<file path="config.mk">
export PLATFORM = sky130hd
export DESIGN_NAME = dense_mac_sequencer_flat
export DESIGN_NICKNAME = d
export VERILOG_FILES = /design/src/rtl/dense_mac_sequencer_if.sv /design/src/rtl/dense_mac_sequencer.sv /design/src/flat_wrapper.sv
export SDC_FILE = /design/constraint.sdc
export NUM_CORES = 1
export LEC_CHECK = 0
export ABC_AREA = 1
export ABC_CLOCK_PERIOD_IN_PS = 10200
export BUFFER_PORTS_ARGS = -buffer_cell sky130_fd_sc_hd__buf_4
export CORE_MARGIN = 1.5
export CORE_UTILIZATION = 55
export DETAILED_ROUTE_END_ITERATION = 10
export PLACE_DENSITY = 0.72
export SLEW_MARGIN = 40
export SYNTH_ARGS = -nofsm -noshare
export SYNTH_HDL_FRONTEND = slang
export SYNTH_SLANG_ARGS = --single-unit
</file>
<file path="constraint.sdc">
create_clock -name clk -period 10.2 [get_ports clk]
set_input_delay 0.51 -clock clk [delete_from_list [all_inputs] [get_ports clk]]
set_output_delay 0.51 -clock clk [all_outputs]
set_load 0.01 [all_outputs]
</file>
<file path="src/rtl/dense_mac_sequencer_if.sv">
// Bus bundle for dense_mac_sequencer: layer control, weight/input RAM ports and result stream.
// master = sequencer side, slave = controller / RAM / consumer side.
interface dense_mac_sequencer_if #(
  parameter int unsigned M     = 3,
  parameter int unsigned N     = 4,
  parameter int unsigned WIDTH = 16
);
  localparam int unsigned WA_W = ($clog2(M * N) > 0) ? $clog2(M * N) : 1;
  localparam int unsigned XA_W = ($clog2(N) > 0) ? $clog2(N) : 1;
  localparam int unsigned RI_W = ($clog2(M) > 0) ? $clog2(M) : 1;

  logic                    start;
  logic                    busy;
  logic                    done;
  logic                    w_rd_en;
  logic [WA_W-1:0]         w_addr;
  logic signed [WIDTH-1:0] w_data;
  logic [XA_W-1:0]         x_addr;
  logic signed [WIDTH-1:0] x_data;
  logic                    res_valid;
  logic                    res_ready;
  logic [RI_W-1:0]         res_idx;
  logic signed [WIDTH-1:0] res_data;

  modport master (
    input  start, w_data, x_data, res_ready,
    output busy, done, w_rd_en, w_addr, x_addr, res_valid, res_idx, res_data
  );

  modport slave (
    output start, w_data, x_data, res_ready,
    input  busy, done, w_rd_en, w_addr, x_addr, res_valid, res_idx, res_data
  );
endinterface

</file>
<file path="src/rtl/dense_mac_sequencer.sv">
// Time-multiplexed dense layer: res[m] = sat((sum_n W[m][n]*x[n]) >>> FRAC) with one signed MAC,
// streaming W/x from 1-cycle-latency RAMs.
// Build option: define RELU_EN to clamp negative results to zero (fused ReLU for hidden layers).
module dense_mac_sequencer #(
  parameter int unsigned M     = 3,
  parameter int unsigned N     = 4,
  parameter int unsigned WIDTH = 16,
  parameter int unsigned FRAC  = 12
) (
  input  logic                   clk,
  input  logic                   rst,
  dense_mac_sequencer_if.master  io
);

  localparam int unsigned WA_W   = ($clog2(M * N) > 0) ? $clog2(M * N) : 1;
  localparam int unsigned XA_W   = ($clog2(N) > 0) ? $clog2(N) : 1;
  localparam int unsigned RI_W   = ($clog2(M) > 0) ? $clog2(M) : 1;
  localparam int unsigned PROD_W = 2 * WIDTH;
  localparam int unsigned ACC_W  = 2 * WIDTH + $clog2(N) + 1;

  localparam logic signed [ACC_W-1:0] ACC_ZERO = '0;
  localparam logic signed [ACC_W-1:0] SAT_MAX  = {{(ACC_W-WIDTH+1){1'b0}}, {(WIDTH-1){1'b1}}};
  localparam logic signed [ACC_W-1:0] SAT_MIN  = {{(ACC_W-WIDTH+1){1'b1}}, {(WIDTH-1){1'b0}}};

  typedef enum logic [2:0] {
    S_IDLE,
    S_FETCH,
    S_DRAIN,
    S_WRITE,
    S_DONE
  } state_e;

  state_e                  state_q, state_d;
  logic [RI_W-1:0]         m_q, m_d;
  logic [XA_W-1:0]         n_q, n_d;
  logic [WA_W-1:0]         waddr_q, waddr_d;
  logic signed [ACC_W-1:0] acc_q, acc_d;
  logic                    pv_q, pv_d;
  logic                    busy_q, busy_d;
  logic                    done_q, done_d;
  logic                    w_rd_en_q, w_rd_en_d;
  logic                    res_valid_q, res_valid_d;
  logic signed [WIDTH-1:0] res_data_q, res_data_d;

  logic signed [PROD_W-1:0] prod_c;
  logic signed [ACC_W-1:0]  acc_sum_c;
  logic signed [ACC_W-1:0]  scaled_c;
  logic signed [WIDTH-1:0]  sat_c;

  // MAC datapath: accumulate the product of RAM data whenever last cycle issued a read.
  always_comb begin
    prod_c    = PROD_W'(io.w_data) * PROD_W'(io.x_data);
    acc_sum_c = acc_q + (pv_q ? ACC_W'(prod_c) : ACC_ZERO);
  end

  // Scale (arithmetic shift, floor), saturate to WIDTH, optional ReLU.
  always_comb begin
    scaled_c = acc_sum_c >>> FRAC;
    if (scaled_c > SAT_MAX) begin
      sat_c = {1'b0, {(WIDTH-1){1'b1}}};
    end else if (scaled_c < SAT_MIN) begin
      sat_c = {1'b1, {(WIDTH-1){1'b0}}};
    end else begin
      sat_c = scaled_c[WIDTH-1:0];
    end
`ifdef RELU_EN
    if (sat_c[WIDTH-1]) begin
      sat_c = '0;
    end
`else
`endif
  end

  // Next-state, counters and registered-output targets.
  always_comb begin
    state_d    = state_q;
    m_d        = m_q;
    n_d        = n_q;
    waddr_d    = waddr_q;
    acc_d      = acc_q;
    res_data_d = res_data_q;
    pv_d       = w_rd_en_q;

    unique case (state_q)
      S_IDLE: begin
        if (io.start) begin
          state_d = S_FETCH;
          m_d     = '0;
          n_d     = '0;
          waddr_d = '0;
          acc_d   = '0;
        end
      end
      S_FETCH: begin
        acc_d = acc_sum_c;
        if (n_q == XA_W'(N - 1)) begin
          state_d = S_DRAIN;
        end else begin
          n_d     = n_q + XA_W'(1);
          waddr_d = waddr_q + WA_W'(1);
        end
      end
      S_DRAIN: begin
        acc_d      = acc_sum_c;
        res_data_d = sat_c;
        state_d    = S_WRITE;
      end
      S_WRITE: begin
        if (io.res_ready) begin
          if (m_q == RI_W'(M - 1)) begin
            state_d = S_DONE;
          end else begin
            state_d = S_FETCH;
            m_d     = m_q + RI_W'(1);
            n_d     = '0;
            waddr_d = waddr_q + WA_W'(1);
            acc_d   = '0;
          end
        end
      end
      S_DONE: begin
        state_d = S_IDLE;
      end
      default: begin
        state_d = S_IDLE;
      end
    endcase

    busy_d      = (state_d != S_IDLE);
    done_d      = (state_d == S_DONE);
    w_rd_en_d   = (state_d == S_FETCH);
    res_valid_d = (state_d == S_WRITE);
  end

  // State and output registers; synchronous reset aborts any layer in progress.
  always_ff @(posedge clk) begin
    if (rst) begin
      state_q     <= S_IDLE;
      m_q         <= '0;
      n_q         <= '0;
      waddr_q     <= '0;
      acc_q       <= '0;
      pv_q        <= 1'b0;
      busy_q      <= 1'b0;
      done_q      <= 1'b0;
      w_rd_en_q   <= 1'b0;
      res_valid_q <= 1'b0;
      res_data_q  <= '0;
    end else begin
      state_q     <= state_d;
      m_q         <= m_d;
      n_q         <= n_d;
      waddr_q     <= waddr_d;
      acc_q       <= acc_d;
      pv_q        <= pv_d;
      busy_q      <= busy_d;
      done_q      <= done_d;
      w_rd_en_q   <= w_rd_en_d;
      res_valid_q <= res_valid_d;
      res_data_q  <= res_data_d;
    end
  end

  assign io.busy      = busy_q;
  assign io.done      = done_q;
  assign io.w_rd_en   = w_rd_en_q;
  assign io.w_addr    = waddr_q;
  assign io.x_addr    = n_q;
  assign io.res_valid = res_valid_q;
  assign io.res_idx   = m_q;
  assign io.res_data  = res_data_q;

endmodule
</file>
<file path="src/flat_wrapper.sv">
// flat-port wrapper written by rule: the top's interface ports become plain ports
module dense_mac_sequencer_flat 
#(
  parameter int unsigned M     = 3,
  parameter int unsigned N     = 4,
  parameter int unsigned WIDTH = 16,
  parameter int unsigned FRAC  = 12
)
  (clk, rst, io_start, io_w_data, io_x_data, io_res_ready, io_busy, io_done, io_w_rd_en, io_w_addr, io_x_addr, io_res_valid, io_res_idx, io_res_data);
  dense_mac_sequencer_if #(.M(M), .N(N), .WIDTH(WIDTH)) io_i ();
  input  logic clk;
  input  logic rst;
  input wire logic [$bits(io_i.start)-1:0] io_start;
  input wire logic [$bits(io_i.w_data)-1:0] io_w_data;
  input wire logic [$bits(io_i.x_data)-1:0] io_x_data;
  input wire logic [$bits(io_i.res_ready)-1:0] io_res_ready;
  output wire logic [$bits(io_i.busy)-1:0] io_busy;
  output wire logic [$bits(io_i.done)-1:0] io_done;
  output wire logic [$bits(io_i.w_rd_en)-1:0] io_w_rd_en;
  output wire logic [$bits(io_i.w_addr)-1:0] io_w_addr;
  output wire logic [$bits(io_i.x_addr)-1:0] io_x_addr;
  output wire logic [$bits(io_i.res_valid)-1:0] io_res_valid;
  output wire logic [$bits(io_i.res_idx)-1:0] io_res_idx;
  output wire logic [$bits(io_i.res_data)-1:0] io_res_data;
  assign io_i.start = io_start;
  assign io_i.w_data = io_w_data;
  assign io_i.x_data = io_x_data;
  assign io_i.res_ready = io_res_ready;
  assign io_busy = io_i.busy;
  assign io_done = io_i.done;
  assign io_w_rd_en = io_i.w_rd_en;
  assign io_w_addr = io_i.w_addr;
  assign io_x_addr = io_i.x_addr;
  assign io_res_valid = io_i.res_valid;
  assign io_res_idx = io_i.res_idx;
  assign io_res_data = io_i.res_data;
  dense_mac_sequencer #(.M(M), .N(N), .WIDTH(WIDTH), .FRAC(FRAC)) u_core (.clk(clk), .rst(rst), .io(io_i));
endmodule
</file>
# Yosys cells after proc, flatten, opt, wreduce, memory -nomap -nowiden
# Index checks and enable logic that the tools add are counted.
# word_totals
output_inout_bits	28
ff_bits	67
# classes
muxes	25
multipliers	1
n_addsub	4
reduce_logical	9
eq_ne	12
magnitude_cmp	2
# op_table
op	n
2-to-1 mux 35 bit	4
one-hot mux 35 bit (3 select lines)	1
adder 35 bit	1
multiplier 16 x 16 -> 32 bit	1
2-to-1 mux 16 bit	2
greater-than comparator 23 x 16 -> 1 bit (second input constant)	1
less-than comparator 23 x 16 -> 1 bit (second input constant)	1
2-to-1 mux 4 bit	4
2-to-1 mux 2 bit	6
2-to-1 mux 3 bit	4
one-hot mux 3 bit (4 select lines)	1
one-hot mux 4 bit (3 select lines)	1
== test 3 x 2 -> 1 bit (second input constant)	3
nonzero test 3 bit	3
!= test 2 bit (second input constant)	4
AND reduction 4 bit	2
== test 3 x 1 -> 1 bit (second input constant)	2
one-hot mux 2 bit (3 select lines)	1
AND reduction 5 bit	1
adder 2 x 1 -> 2 bit (second input constant)	2
adder 4 x 1 -> 4 bit (second input constant)	1
== test 2 bit (second input constant)	2
one-hot mux 2 bit (2 select lines)	1
== test 3 bit (second input constant)	1
other kinds (3)	3

# Depth between registers and ports, before layout
# depth
word_depth	6
ltp_mapped	48
depth_no_buf	45

# Worst setup path after synthesis
# No wires, ideal clock.
# synth_path
path_type	in2reg
start	input port io_w_data[5]
end	register u_core.res_data_q[10] (netlist: u_core.io.res_data[10])
setup_ns	0.117
stages	42
arrival_time_ns	7.631
slack_ns	2.452
cell_sequence	clkbuf_1 > clkbuf_1 > nand2_1 > fa_1 > inv_1 > fa_1 > inv_1 > fa_1 > inv_1 > fa_1 > fa_1 > inv_1 > fa_1 > inv_1 > ha_1 > nand2_1 > inv_1 > a21oi_1 > [... 6 more ...] > o21ai_0 > xnor2_1 > nor2_1 > ha_1 > nand2_1 > nor2_1 > nand2_1 > nor2_1 > nand3_1 > nand4_1 > nand2_2 > nand2_1 > inv_2 > nor2_4 > buf_6 > a21oi_1 > nor2_1 > nor2_1
# synth_between
elab_chain_len	6
# synth_lines
item	line_no	source
from (decl)	flat_wrapper.sv:14	input wire logic [$bits(io_i.w_data)-1:0] io_w_data;
multiplier 16 x 16 -> 32 bit *	dense_mac_sequencer.sv:52	prod_c = PROD_W'(io.w_data) * PROD_W'(io.x_data);
2-to-1 mux 35 bit *	dense_mac_sequencer.sv:53	acc_sum_c = acc_q + (pv_q ? ACC_W'(prod_c) : ACC_ZERO);
adder 35 bit *	dense_mac_sequencer.sv:53	
less-than comparator 23 x 16 -> 1 bit	dense_mac_sequencer.sv:61	end else if (scaled_c < SAT_MIN) begin
2-to-1 mux 16 bit	dense_mac_sequencer.sv:61	
2-to-1 mux 16 bit *	dense_mac_sequencer.sv:59	if (scaled_c > SAT_MAX) begin
to (signal assigned)	dense_mac_sequencer.sv:160	res_data_q <= res_data_d;
to (decl)	dense_mac_sequencer.sv:43	logic signed [WIDTH-1:0] res_data_q, res_data_d;
# Mark *: on every way between the ends. The rest lies on a longest branch, timed or not.
# A chain may end at the register's enable or synchronous reset.

# Worst setup path after layout
# layout_path
start	input port io_x_data[15]
end	register u_core.res_data_q[10] (netlist: u_core.io.res_data[10])
# layout_between
elab_chain_len	6
# layout_lines
item	line_no	source
from (decl)	flat_wrapper.sv:15	input wire logic [$bits(io_i.x_data)-1:0] io_x_data;
multiplier 16 x 16 -> 32 bit *	dense_mac_sequencer.sv:52	
2-to-1 mux 35 bit *	dense_mac_sequencer.sv:53	
adder 35 bit *	dense_mac_sequencer.sv:53	
less-than comparator 23 x 16 -> 1 bit	dense_mac_sequencer.sv:61	
2-to-1 mux 16 bit	dense_mac_sequencer.sv:61	
2-to-1 mux 16 bit *	dense_mac_sequencer.sv:59	
# Marks and branches as above.

==> results.yml <==
run_status:
  outcome: "completed"
synthesis:
  postSynth.asyncResetShare: 0
  mappedNetlistArea_mm2: 0.0156
  synth-warning-count: 0
  syn-mean-instance-area_um2: 7.05
  synth.lib_cells_used.distinct: 46
  synth.ff_latch_count: 67
  synth_enable_flop_cells: 0
  most_frequently_used_flop_master_after_synthesis: "sky130_fd_sc_hd__dfxtp_1"
  synth_seq_area_share: 0.0862
  synthesis.nets: 2627
  post_syn_instances: 2209
critical_path:
  critical_path_arrival_ps: 8700
  worst-setup-path-type: "primary input to flip-flop"
  crit_path_start_kind: "primary input"
  max_stage_delay_ps: 580
  worst_ep_required_time_ps: 10430
  crit_path_frequent_cell: "sky130_fd_sc_hd__nand2_1"
  critical_path.endpoint_type: "flip-flop"
  worst-path-max-fanout: 17
  timing.critical_path.slowest_stage_cell: "sky130_fd_sc_hd__fa_1"
die:
  initial_utilization: 0.560
  design.core.area_mm2: 0.0278
  die_area_mm2: 0.0293
  placementRows: 61
  die_width_um: 171
  height_of_the_chip_um: 171
  design.portCount: 64
global_route:
  grt_max_degree: 47
  grt_use_met1: 0.375
  globalRouteMet3Util: 0.0244
  first_pass_grt_wire_length_mm: 65.3
  first_global_vias: 13413
  grt_overflow_total: 0
  grt-busiest-layer: "met2"
  grt_usage: 0.281
  grtUsageMet2: 0.490
  initial_antenna_violation_count: 0
clocking:
  cts_repair_resize_count: 0
  deepest_clock_path_buffer_count: 2
  h_tree_lvls: 3
  cts_tree: "built"
  cts.clk_slew.worst_paths_ps: 60
  post-cts-setup-buffers: 0
  cts-root-buf: "sky130_fd_sc_hd__clkbuf_16"
  cts.sink_count: 67
  cts_inserted_buffers: 9
  post_cts_hold_buffer_count: 0
  clk_latency_ps: 340
timing:
  worst_pin_slew_ps: 717
  max_freq_mhz: 118
  fin_tns_setup_ps: 0
  post_route_clock_period_utilization: 0.831
  clock-skew-final_ps: 11.1
  worst_relative_slew_slack: 0.521
  hold_viol: 0
  grt_setup_unrepaired: "false"
  min_period_ps: 8470
  finalSetupViolations: 0
  maxSlewViolCount: 0
routing:
  drt_iter0_markers: 788
  detail_route.wirelength_mm: 38.4
  avgRoutedWirePerCell_um: 14.8
  drtPass1Iterations: 5
  ant_nets: 0
  vias_per_cell: 5.12
  vias: 13255
  drc: 0
layout:
  layout.cells.most_common_list: "sky130_fd_sc_hd__nand2_1, sky130_fd_sc_hd__inv_1, sky130_fd_sc_hd__fa_1, sky130_fd_sc_hd__a21oi_1, sky130_fd_sc_hd__ha_1"
  mostFrequentLayoutCell: "sky130_fd_sc_hd__nand2_1"
  nets: 2626
  antenna-diode-count: 0
  areaGrowthSynthToFinish_pct: 6.41
  drive_above_1_share: 0.0646
run:
  cap_viol_max_count: 0
place:
  hpwlAfterDp_mm: 31.9
  place.port_buffers: 63
  routability_cong: 0.975
min_path:
  worst_hold_path_type: "flip-flop to flip-flop"
[worst max-delay path: cells and delay by family]
kind,cells,cell delay [ps]
and+or+nand+nor,19,2250
AOI/OAI and AO/OA,5,970
adders and majority gates,8,3870
xor gates and xnor gates,1,200
buffers and inverters,6,900
[registers in the layout, indices dropped and copies added, names as in the netlist]
register / count
u_core.acc_q: 35
u_core.io.busy: 1
u_core.io.done: 1
u_core.io.res_data: 16
u_core.io.res_idx: 2
u_core.io.res_valid: 1
u_core.io.w_addr: 4
u_core.io.w_rd_en: 1
u_core.io.x_addr: 2
u_core.pv_q: 1
u_core.state_q: 3
[final cells by class]
class,count,area [um2]
clock buffers,10,239
clock inverters,6,96.3
fillers,2679,11200
inverters,569,2140
multi-input cells,1496,11800
flip-flops and latches,67,1340
well taps,378,473
repair buffers,65,488
[kinds of logic (layout without fill, tap and decap cells)]
logic type,Yosys count,after routing,synth area share
XOR/XNOR,30,30,0.0169
buffers and inverters,646,650,0.157
AND/OR/NAND/NOR,865,865,0.229
AO/OA/AOI/OAI,219,219,0.0764
flip-flops,67,67,0.0862
adder cells (fa/ha/maj),382,382,0.434
[through the flow]
| stage | hold slack [ps] | area [um2] | util | setup slack [ps] | std cells |
|---|---|---|---|---|---|
| 2_1_floorplan | 445 | 15600 | - | 2450 | 2209 |
| 3_3_place_gp | 424 | 16200 | 0.584 | 1620 | 2575 |
| 3_5_place_dp | 422 | 16200 | 0.584 | 1540 | 2575 |
| 4_1_cts | 432 | 16600 | 0.596 | 1770 | 2591 |
| 5_1_grt | 461 | 16600 | 0.596 | 1240 | 2591 |
| 6_report | 428 | 16600 | 0.596 | 1730 | 2591 |
[Yosys cell counts, types with 2 or more instances]
cell type                  count  area share
sky130_fd_sc_hd__o21ai_1       4      0.0013
sky130_fd_sc_hd__a21o_1        5      0.0024
sky130_fd_sc_hd__o21bai_1      4      0.0019
sky130_fd_sc_hd__a21oi_1     127       0.041
sky130_fd_sc_hd__inv_2         9      0.0022
sky130_fd_sc_hd__buf_1         3     0.00072
sky130_fd_sc_hd__fa_1        263        0.34
sky130_fd_sc_hd__nor2_1      115       0.028
sky130_fd_sc_hd__xnor2_1      14      0.0079
sky130_fd_sc_hd__nand4_1       8      0.0032
sky130_fd_sc_hd__clkbuf_1     71       0.017
sky130_fd_sc_hd__a31oi_1       3      0.0012
sky130_fd_sc_hd__or2_2         9      0.0036
sky130_fd_sc_hd__a21oi_2       4      0.0023
sky130_fd_sc_hd__o21ai_0      56       0.018
sky130_fd_sc_hd__and3_1        2     0.00080
sky130_fd_sc_hd__or2_1         4      0.0016
sky130_fd_sc_hd__nand3_2       3      0.0019
sky130_fd_sc_hd__nand2_1     617        0.15
sky130_fd_sc_hd__nor3_1        7      0.0023
sky130_fd_sc_hd__dfxtp_1      67       0.086
sky130_fd_sc_hd__o211ai_1      4      0.0019
sky130_fd_sc_hd__nor2_2       10      0.0040
sky130_fd_sc_hd__o21a_1        3      0.0014
sky130_fd_sc_hd__a31o_2        2      0.0011
sky130_fd_sc_hd__xor2_1       16      0.0090
sky130_fd_sc_hd__nand2_2      15      0.0060
sky130_fd_sc_hd__inv_1       560        0.14
sky130_fd_sc_hd__nor2_4        3      0.0022
sky130_fd_sc_hd__nor4_1        2     0.00080
sky130_fd_sc_hd__nand3b_1      6      0.0029
sky130_fd_sc_hd__ha_1        119       0.096
sky130_fd_sc_hd__nor3_2        5      0.0032
sky130_fd_sc_hd__nand3_1      55       0.018
sky130_fd_sc_hd__buf_6         3      0.0022
[path summary, 6_finish.rpt]
kind	from	endpoint	slack, ps	cells past startpoint
setup / recovery	io_x_data[15]	u_core.io.res_data[10]	1730	39
setup reg to reg	u_core.pv_q	u_core.io.res_data[10]	6110	21
hold reg to reg	u_core.io.w_rd_en	u_core.pv_q	430	2
hold / removal	u_core.io.w_rd_en	u_core.pv_q	430	2
[per-layer routing]
layer	vias up	share of wire
met5	-	0
met4	0	0.024
met3	62	0.052
met2	389	0.48
met1	6315	0.44
li1	6489	-
Power is not shown: default switching activity piles up to over one toggle a cycle in this logic, so the estimate is an artifact.
